<file path="config.mk">
export PLATFORM = sky130hd
export DESIGN_NAME = riscv_core_amo_controller
export DESIGN_NICKNAME = d
export VERILOG_FILES = /design/src/rtl/riscv_core_amo_controller.sv
export SDC_FILE = /design/constraint.sdc
export NUM_CORES = 1
export LEC_CHECK = 0
export BUFFER_PORTS_ARGS = -buffer_cell sky130_fd_sc_hd__buf_2
export CORE_ASPECT_RATIO = 0.9
export CORE_MARGIN = 8
export CORE_UTILIZATION = 40
export DETAILED_ROUTE_END_ITERATION = 16
export SETUP_SLACK_MARGIN = 0.1
export SYNTH_ARGS = -nofsm -noshare
export SYNTH_HDL_FRONTEND = slang
export SYNTH_SLANG_ARGS = --single-unit
</file>
<file path="constraint.sdc">
create_clock -name i_clk -period 4.3 [get_ports i_clk]
set_input_delay 0.43 -clock i_clk [delete_from_list [all_inputs] [get_ports i_clk]]
set_output_delay 0.43 -clock i_clk [all_outputs]
set_load 0.1 [all_outputs]
</file>
<file path="src/rtl/riscv_core_amo_controller.sv">
// riscv_core_amo_controller: sequences RISC-V AMO / LR / SC through a single-port memory
// using a four-state read/write FSM and tracks one doubleword-granule reservation.
`default_nettype none

module riscv_core_amo_controller (
   input  logic        i_clk,
   input  logic        i_rst_n,
   input  logic        i_amo_valid,
   input  logic        i_amo_amo,
   input  logic        i_amo_lr,
   input  logic        i_amo_sc,
   input  logic [3:0]  i_amo_op,
   input  logic        i_amo_isword,
   input  logic [63:0] i_amo_addr,
   input  logic [63:0] i_amo_rs2,
   input  logic        i_amo_snoop_valid,
   input  logic [63:0] i_amo_snoop_addr,
   input  logic        i_amo_flush,
   input  logic        i_amo_mem_ready,
   input  logic [63:0] i_amo_mem_rdata,
   output logic        o_amo_mem_req,
   output logic        o_amo_mem_we,
   output logic [63:0] o_amo_mem_addr,
   output logic [63:0] o_amo_mem_wdata,
   output logic [1:0]  o_amo_mem_size,
   output logic [63:0] o_amo_result,
   output logic        o_amo_done,
   output logic        o_amo_stall,
   output logic        o_amo_misaligned
);

   typedef enum logic [1:0] {
      IDLE = 2'd0,
      RD   = 2'd1,
      WR   = 2'd2,
      DONE = 2'd3
   } state_t;

   state_t      state, state_nx;

   logic        lat_amo, lat_lr, lat_sc, lat_word;
   logic [3:0]  lat_op;
   logic [63:0] lat_addr, lat_rs2;
   logic [63:0] loaded;
   logic [63:0] result;
   logic        res_valid;
   logic [60:0] res_gran;
   logic        mis_pulse, mis_block;

   logic        one_kind, misalign, start, accept, mis_detect, sc_hit;
   logic        rd_fire, wr_fire, res_set, res_set_blocked, res_clr;
   logic [63:0] rdata_ext, amo_value;
   logic [63:0] a_u, b_s, b_u;
   logic        lt_s, lt_u;
   logic        unused_snoop_bits;

   assign unused_snoop_bits = ^i_amo_snoop_addr[2:0];

   // Exactly one of the three instruction kinds: odd parity but not all three.
   assign one_kind   = (i_amo_amo ^ i_amo_lr ^ i_amo_sc) & ~(i_amo_amo & i_amo_lr & i_amo_sc);
   assign misalign   = i_amo_isword ? (|i_amo_addr[1:0]) : (|i_amo_addr[2:0]);
   assign start      = (state == IDLE) & i_amo_valid & one_kind;
   assign accept     = start & ~misalign;
   assign mis_detect = start & misalign & ~mis_block;
   assign sc_hit     = res_valid & (res_gran == i_amo_addr[63:3]);
   assign rd_fire    = (state == RD) & i_amo_mem_ready;
   assign wr_fire    = (state == WR) & i_amo_mem_ready;

   assign rdata_ext = lat_word ? {{32{i_amo_mem_rdata[31]}}, i_amo_mem_rdata[31:0]}
                               : i_amo_mem_rdata;

   // Loaded value is already sign-extended for .W, so it doubles as the signed operand.
   assign a_u  = lat_word ? {32'h0, loaded[31:0]} : loaded;
   assign b_s  = lat_word ? {{32{lat_rs2[31]}}, lat_rs2[31:0]} : lat_rs2;
   assign b_u  = lat_word ? {32'h0, lat_rs2[31:0]} : lat_rs2;
   assign lt_s = $signed(loaded) < $signed(b_s);
   assign lt_u = a_u < b_u;

   always_comb begin
      amo_value = loaded;
      case (lat_op)
         4'd0:    amo_value = lat_rs2;
         4'd1:    amo_value = loaded + lat_rs2;
         4'd2:    amo_value = loaded ^ lat_rs2;
         4'd3:    amo_value = loaded & lat_rs2;
         4'd4:    amo_value = loaded | lat_rs2;
         4'd5:    amo_value = lt_s ? loaded : b_s;
         4'd6:    amo_value = lt_s ? b_s : loaded;
         4'd7:    amo_value = lt_u ? a_u : b_u;
         4'd8:    amo_value = lt_u ? b_u : a_u;
         default: amo_value = loaded;
      endcase
   end

   always_comb begin
      state_nx = state;
      case (state)
         IDLE: begin
            if (accept) begin
               if (i_amo_amo | i_amo_lr) state_nx = RD;
               else if (sc_hit)          state_nx = WR;
               else                      state_nx = DONE;
            end
         end
         RD:      if (i_amo_mem_ready) state_nx = lat_amo ? WR : DONE;
         WR:      if (i_amo_mem_ready) state_nx = DONE;
         DONE:    state_nx = IDLE;
         default: state_nx = IDLE;
      endcase
   end

   always_ff @(posedge i_clk or negedge i_rst_n) begin
      if (!i_rst_n) state <= IDLE;
      else          state <= state_nx;
   end

   always_ff @(posedge i_clk or negedge i_rst_n) begin
      if (!i_rst_n) begin
         lat_amo  <= 1'b0;
         lat_lr   <= 1'b0;
         lat_sc   <= 1'b0;
         lat_word <= 1'b0;
         lat_op   <= 4'd0;
         lat_addr <= 64'd0;
         lat_rs2  <= 64'd0;
         loaded   <= 64'd0;
         result   <= 64'd0;
      end else begin
         if (accept) begin
            lat_amo  <= i_amo_amo;
            lat_lr   <= i_amo_lr;
            lat_sc   <= i_amo_sc;
            lat_word <= i_amo_isword;
            lat_op   <= i_amo_op;
            lat_addr <= i_amo_addr;
            lat_rs2  <= i_amo_rs2;
            if (i_amo_sc) result <= {63'd0, ~sc_hit};
         end
         if (rd_fire) begin
            loaded <= rdata_ext;
            result <= rdata_ext;
         end
      end
   end

   // A flush or matching snoop in the same cycle as the LR read beats the new reservation.
   assign res_set         = rd_fire & lat_lr;
   assign res_set_blocked = i_amo_flush
                          | (i_amo_snoop_valid & (i_amo_snoop_addr[63:3] == lat_addr[63:3]));
   assign res_clr         = i_amo_flush
                          | (i_amo_snoop_valid & (i_amo_snoop_addr[63:3] == res_gran))
                          | (wr_fire & lat_amo & (lat_addr[63:3] == res_gran))
                          | (accept & i_amo_sc);

   always_ff @(posedge i_clk or negedge i_rst_n) begin
      if (!i_rst_n) begin
         res_valid <= 1'b0;
         res_gran  <= 61'd0;
      end else if (res_set & ~res_set_blocked) begin
         res_valid <= 1'b1;
         res_gran  <= lat_addr[63:3];
      end else if (res_clr | res_set) begin
         res_valid <= 1'b0;
      end
   end

   // mis_block keeps a held misaligned request from pulsing again every cycle.
   always_ff @(posedge i_clk or negedge i_rst_n) begin
      if (!i_rst_n) begin
         mis_pulse <= 1'b0;
         mis_block <= 1'b0;
      end else begin
         mis_pulse <= mis_detect;
         if (!i_amo_valid)    mis_block <= 1'b0;
         else if (mis_detect) mis_block <= 1'b1;
      end
   end

   assign o_amo_mem_req    = (state == RD) | (state == WR);
   assign o_amo_mem_we     = (state == WR);
   assign o_amo_mem_addr   = o_amo_mem_req ? lat_addr : 64'd0;
   assign o_amo_mem_size   = o_amo_mem_req ? (lat_word ? 2'b10 : 2'b11) : 2'b00;
   assign o_amo_mem_wdata  = (state == WR) ? (lat_sc ? lat_rs2 : amo_value) : 64'd0;
   assign o_amo_result     = result;
   assign o_amo_done       = (state == DONE);
   assign o_amo_stall      = i_amo_valid & ~o_amo_done;
   assign o_amo_misaligned = mis_pulse;

endmodule

`default_nettype wire

</file>
==> impl_metrics.ini, run 1 <==
[critical_path]
critical-path-top-cell-by-count = sky130_fd_sc_hd__buf_12
crit_chain = inv_4, buf_12, buf_12, nand2_1, ha_1, nand2_1, nor2_2, nor4b_2, buf_4, o41a_1, a2111oi_4, nand3_4, mux2i_4, nor2_4, buf_12, a21oi_4, a2111oi_4, buf_4, a31oi_4, buf_12
critical-path-slowest-cell = sky130_fd_sc_hd__dfrtp_1
critPathLaunchType = flip-flop
critPathMaxFanout = 11
timing.critical_path.to_type = output port
required_time_of_the_worst_setup_path_ns = 3.87
crit_arrival_ns = 4.61
timing.setup.critical_path_class = flip-flop to output port
cp_slowest_stage_delay_ns = 0.42

[worst_hold_path]
worstHoldPathType = primary input to flip-flop

[final_layout]
layout.cells.most_common = sky130_fd_sc_hd__nand2_1
final_core_utilization = 0.566
area_delta_synth_final_pct = 40.5
finish.instance_area_um2 = 37800
layout.nets = 4614
ratio_of_cells_with_drive_above_1_in_the_final_layout = 0.319
layout_common_cells = sky130_fd_sc_hd__nand2_1, sky130_fd_sc_hd__buf_4, sky130_fd_sc_hd__buf_2

[status]
status = finished with violations
failed_checks = negative setup slack

[place]
placement_cell_area_um2 = 35100
dp_hpwl_um = 91800
placement.io_buffers = 465
routabilityCongestion = 1.03

[logic_synthesis]
asyncSetResetFlopFracSynth = 1.00
syn-cell-area_um2 = 26900
synth_seq_cells = 330
syn-instance-count = 3341
yosys-top-cells-area = sky130_fd_sc_hd__dfrtp_1, sky130_fd_sc_hd__ha_1, sky130_fd_sc_hd__nand2_1
synth_top_flop_cell = sky130_fd_sc_hd__dfrtp_1
post-synth-top-area-fraction = 0.307
synth_top_area_cell = sky130_fd_sc_hd__dfrtp_1
yosysSeqAreaShare = 0.307
synth.lib_cells_used.distinct = 103
ys_warn_count = 0
synth-edff-count = 0
syn_area_per_cell_um2 = 8.06
syn_nets = 3843

[sta]
maxClockFrequency_ghz = 0.198
timing.final.hold_violations = 0
final_max_slew_viol_count = 0
finalWorstSetupSlack_ns = -0.743
period_needed_ns = 5.04
setup_viol_count_final = 64
period_share = 1.17
hold_worst_slack_ns = 0.0256
finClkSkew_ns = 0.0318
rsz_0062_raised_after_global_routing = yes
tightest_pin_transition_ns = 1.15
finalSetupTns_ns = -40.59
max-slew-margin-rel = 0.228

[floorplan]
io_pins = 469
dieArea_um2 = 75900
floorplan.core_area_um2 = 66800
floorplan.initialDensity = 0.403
die-width_um = 289
die_height_um = 262
rows = 90

[routing]
detail_route.first_pass.iterations = 6
drcViolationCount = 0
drt-initial-drc-count = 2557
vias = 28502
via_per_inst = 5.68
routedWlPerCell_um = 23.6
drtAntennaViolNets = 0
drt_wirelength_um = 119000

[grt]
grt_pass1_wl_um = 177000
grt_start_max_net_pins = 93
track_usage = 0.303
antenna_found_initial = 4
number_of_global_route_vias_before_repair = 28452
grt.overflow.total = 0

[clock_network]
h-tree-depth = 2
numCtsBuffers = 40
number_of_sinks_handled_by_clock_tree_synthesis = 330
tritoncts = built
path_clk_slew_ns = 0.07
worst_skew_pair.late_latency_ns = 0.62
cts_max_path_buffers = 3
ctsRootBufferMaster = sky130_fd_sc_hd__clkbuf_16

[job]
drv_cap = 0
[Yosys cell counts (all sizes together), types with 5 or more instances]
cell type / number
a21oi: 257
nand2b: 7
a21boi: 11
xor2: 153
a221o: 22
nor3: 22
mux2: 53
a22o: 8
o21a: 12
or3: 8
o22ai: 24
a21o: 103
buf: 47
o31ai: 15
nand3: 40
and3: 7
o21bai: 23
nand2: 558
inv: 210
a221oi: 43
o211ai: 21
a211oi: 34
a2bb2oi: 6
dfrtp: 330
nor2b: 13
mux2i: 10
or2: 5
ha: 231
clkbuf: 158
o311ai: 5
o221ai: 17
xnor2: 74
nor2: 175
nor4: 60
a22oi: 23
o21ai: 324
and2: 79
nand4: 63
o2bb2ai: 7
a2111oi: 15
a31oi: 19
[state kept, by name, summed over array words and instances, names as in the netlist, 2 cells and up]
name,cells
lat_op,4
res_gran,61
lat_rs2,64
state,2
loaded,64
o_amo_result,64
lat_addr,64
[cells by family after synthesis]
kind of cell,after synthesis,share of synthesized area
simple gates,1048,0.177
compound gates,1026,0.247
buf+inv,415,0.0605
flops,330,0.307
fa+ha+maj,232,0.108
xor+xnor,227,0.0739
mux,63,0.0266
[layer usage]
metal	track usage	routed length (um)	part of all wire
met5	0	30	0.00025
met1	0.397	50400	0.43
met2	0.494	54600	0.46
met3	0.0608	9060	0.076
met4	0.108	4470	0.038
[what timing repair did]
item | CTS | global route
setup endpoints to repair | 64 | 64
gates resized for setup | 124 | 45
hold buffers | 4 | 0
cloned | 2 | 2
endpoints found under the hold margin | 70 | 0
setup buffers | 20 | 9
pin swaps | 56 | 33
[metrics by stage]
step,instances,setup WS (ns)
global route,5014,-0.894
floorplan,3341,-0.133
detailed placement,4907,-0.404
CTS,5003,-0.709
finish,5017,-0.743
global placement,4907,-0.366
[final timing paths]
path | end | startpoint | cells past startpoint | slack [ns]
setup / recovery | o_amo_mem_wdata[34] | lat_word | 20 | -0.74
hold reg to reg | o_amo_misaligned | mis_block | 1 | 0.44
min in group asynchronous | o_amo_result[20] | i_rst_n | 2 | 0.42
hold / removal | lat_rs2[4] | i_amo_rs2[4] | 3 | 0.03
max in group asynchronous | res_gran[35] | i_rst_n | 3 | 2.93
setup reg to reg | res_gran[56] | lat_addr[32] | 8 | 0.80
[worst max-delay path, delay by kind of cell (launching register included)]
kind                     cells  cell delay (ns)
flip-flops                   1             0.42
AO/OA/AOI/OAI                5             1.00
buffers and inverters        7             1.12
AND/OR/NAND/NOR              6             0.89
adder cells (fa/ha/maj)      1             0.34
multiplexers                 1             0.25
[cell type report]
class / count / area, um2
fillers: 6211 / 29000
multi-input cells: 2596 / 19000
flip-flops and latches: 330 / 8260
repair buffers: 934 / 7280
clock buffers: 52 / 1100
well taps: 874 / 1090
inverters: 210 / 796
clock inverters: 18 / 254
diodes: 3 / 7.51
Power of run 1 is left out: the tool's default activity adds up to more than one toggle a clock period on the data nets, which glitch-free logic cannot reach.
==> inputs of run 2 (changes only) <==
--- a/config.mk
+++ b/config.mk
@@ -8,8 +8,9 @@
 export BUFFER_PORTS_ARGS = -buffer_cell sky130_fd_sc_hd__buf_2
 export CORE_ASPECT_RATIO = 0.9
 export CORE_MARGIN = 8
-export CORE_UTILIZATION = 40
+export CORE_UTILIZATION = 50
 export DETAILED_ROUTE_END_ITERATION = 16
+export PLACE_DENSITY = 0.75
 export SETUP_SLACK_MARGIN = 0.1
 export SYNTH_ARGS = -nofsm -noshare
 export SYNTH_HDL_FRONTEND = slang
==> impl_metrics.ini, run 2 (synthesized netlist as in run 1, its figures left out) <==
[grt]
grt_pass1_wl_um = 174000
antenna_found_initial = 9
track_usage = 0.362
number_of_global_route_vias_before_repair = 28707
grt.overflow.total = 0
grt_start_max_net_pins = 98

[floorplan]
io_pins = 469
die_height_um = 236
floorplan.initialDensity = 0.506
floorplan.core_area_um2 = 53200
dieArea_um2 = 61500
die-width_um = 261
rows = 80

[status]
failed_checks = negative setup slack
status = finished with violations

[clock_network]
path_clk_slew_ns = 0.07
number_of_sinks_handled_by_clock_tree_synthesis = 330
worst_skew_pair.late_latency_ns = 0.60
h-tree-depth = 2
tritoncts = built
ctsRootBufferMaster = sky130_fd_sc_hd__clkbuf_16
numCtsBuffers = 39
cts_max_path_buffers = 3

[final_layout]
final_core_utilization = 0.710
area_delta_synth_final_pct = 40.3
nFillCells = 4159
layout_common_cells = sky130_fd_sc_hd__nand2_1, sky130_fd_sc_hd__buf_2, sky130_fd_sc_hd__buf_4
layout.cells.most_common = sky130_fd_sc_hd__nand2_1
ratio_of_cells_with_drive_above_1_in_the_final_layout = 0.324
layout.nets = 4560

[place]
routabilityCongestion = 1.03
placement.io_buffers = 465
dp_hpwl_um = 88000

[sta]
period_needed_ns = 5.28
finClkSkew_ns = 0.0296
rsz_0062_raised_after_global_routing = yes
tightest_pin_transition_ns = 0.987
hold_worst_slack_ns = 0.0352
maxClockFrequency_ghz = 0.189
finalSetupTns_ns = -52.88
finalWorstSetupSlack_ns = -0.981
max-slew-margin-rel = 0.342
timing.final.hold_violations = 0
final_max_slew_viol_count = 0
period_share = 1.23
setup_viol_count_final = 64

[routing]
drt_wirelength_um = 117000
top_layer_used = met5
m1WireLength_um = 46500
vias = 28985
wl_met2_um = 53400
drt-initial-drc-count = 2806
dr_wl_met3_um = 10300
drtAntennaViolNets = 0
routedWlPerCell_um = 24.4
detail_route.first_pass.iterations = 6
via_per_inst = 6.05
drcViolationCount = 0

[critical_path]
crit_chain = clkinv_4, buf_12, buf_16, nand2_1, ha_4, nand4_1, buf_4, nor4b_4, buf_4, o41a_1, a2111oi_4, nand3_4, buf_6, mux2i_4, nand4_1, buf_6, a221oi_4, a2bb2oi_2, o41ai_4, buf_12
critPathLaunchType = flip-flop
critical_path_buf_inv_count = 8
timing.setup.critical_path_class = flip-flop to output port
cp_slowest_stage_delay_ns = 0.44
timing.critical_path.to_type = output port
required_time_of_the_worst_setup_path_ns = 3.87
cp_top_family = buffers and inverters
crit_arrival_ns = 4.85
critPathMaxFanout = 9
critical-path-slowest-cell = sky130_fd_sc_hd__dfrtp_2

[worst_hold_path]
worstHoldPathType = primary input to flip-flop

[job]
drv_cap = 0
[run 2: cell types whose count changed in the layout (fill, tap and decap cells not counted), moves of 5 or more]
cell | previous run | this run
sky130_fd_sc_hd__buf_4 | 418 | 337
sky130_fd_sc_hd__buf_6 | 17 | 34
sky130_fd_sc_hd__a21oi_1 | 207 | 194
sky130_fd_sc_hd__nor2_1 | 166 | 155
sky130_fd_sc_hd__a21oi_4 | 25 | 35
sky130_fd_sc_hd__ha_1 | 217 | 207
sky130_fd_sc_hd__ha_4 | 10 | 20
sky130_fd_sc_hd__buf_8 | 3 | 11
sky130_fd_sc_hd__nor2_2 | 3 | 10
sky130_fd_sc_hd__nand2_1 | 536 | 530
sky130_fd_sc_hd__diode_2 | 3 | 8
[run 2: worst register-to-register path, stage by stage, from the launching register on]
cell	delay, ns
sky130_fd_sc_hd__dfrtp_1	0.47
sky130_fd_sc_hd__xnor2_1	0.27
sky130_fd_sc_hd__o221ai_1	0.16
sky130_fd_sc_hd__nor4_1	0.65
sky130_fd_sc_hd__nand4_1	0.36
sky130_fd_sc_hd__nor4_1	0.44
sky130_fd_sc_hd__or3_2	0.21
sky130_fd_sc_hd__buf_4	0.41
sky130_fd_sc_hd__mux2_2	0.43
[run 2: layout make-up]
type                    instances  area (um2)  share of cell area
well taps                     697         872              0.0231
clock buffers                  49        1060              0.0282
repair buffers                881        7100               0.188
clock inverters                19         235             0.00623
multi-input cells            2596       19400               0.514
inverters                     210         798              0.0211
flip-flops and latches        330        8260               0.219
diodes                          8        20.0            0.000530
[run 2: layer usage]
| metal | up-vias | global-route usage |
|---|---|---|
| met3 | 333 | 0.0718 |
| met4 | 6 | 0.182 |
| li1 | 13210 | - |
| met2 | 1547 | 0.578 |
| met1 | 13889 | 0.462 |
| met5 | - | 0 |
[run 2: per-stage QoR]
step	area (um2)	instances	setup slack, ns
finish	37800	4790	-0.981
global route	37700	4784	-1.08
CTS	36700	4744	-0.787
detailed placement	34200	4644	-0.437
global placement	34200	4644	-0.357
floorplan	28200	3341	-0.133
[run 2: timing repair]
action | CTS | global route
gates resized for setup | 171 | 121
endpoints found under the hold margin | 85 | 0
gates cloned | 5 | 3
setup buffers | 26 | 36
hold buffers | 1 | 0
pin swaps | 60 | 91
setup endpoints to repair | 64 | 64
[run 2: worst paths after layout]
check | end | slack (ns) | from | depth (start not counted)
hold reg to reg | o_amo_misaligned | 0.44 | mis_block | 1
max in group asynchronous | o_amo_result[60] | 2.85 | i_rst_n | 3
setup / recovery | o_amo_mem_wdata[61] | -0.98 | lat_word | 20
min in group asynchronous | o_amo_result[20] | 0.45 | i_rst_n | 2
hold / removal | lat_rs2[46] | 0.04 | i_amo_rs2[46] | 3
setup reg to reg | res_gran[18] | 0.79 | lat_addr[32] | 8
Power of run 2 is left out for the same reason.
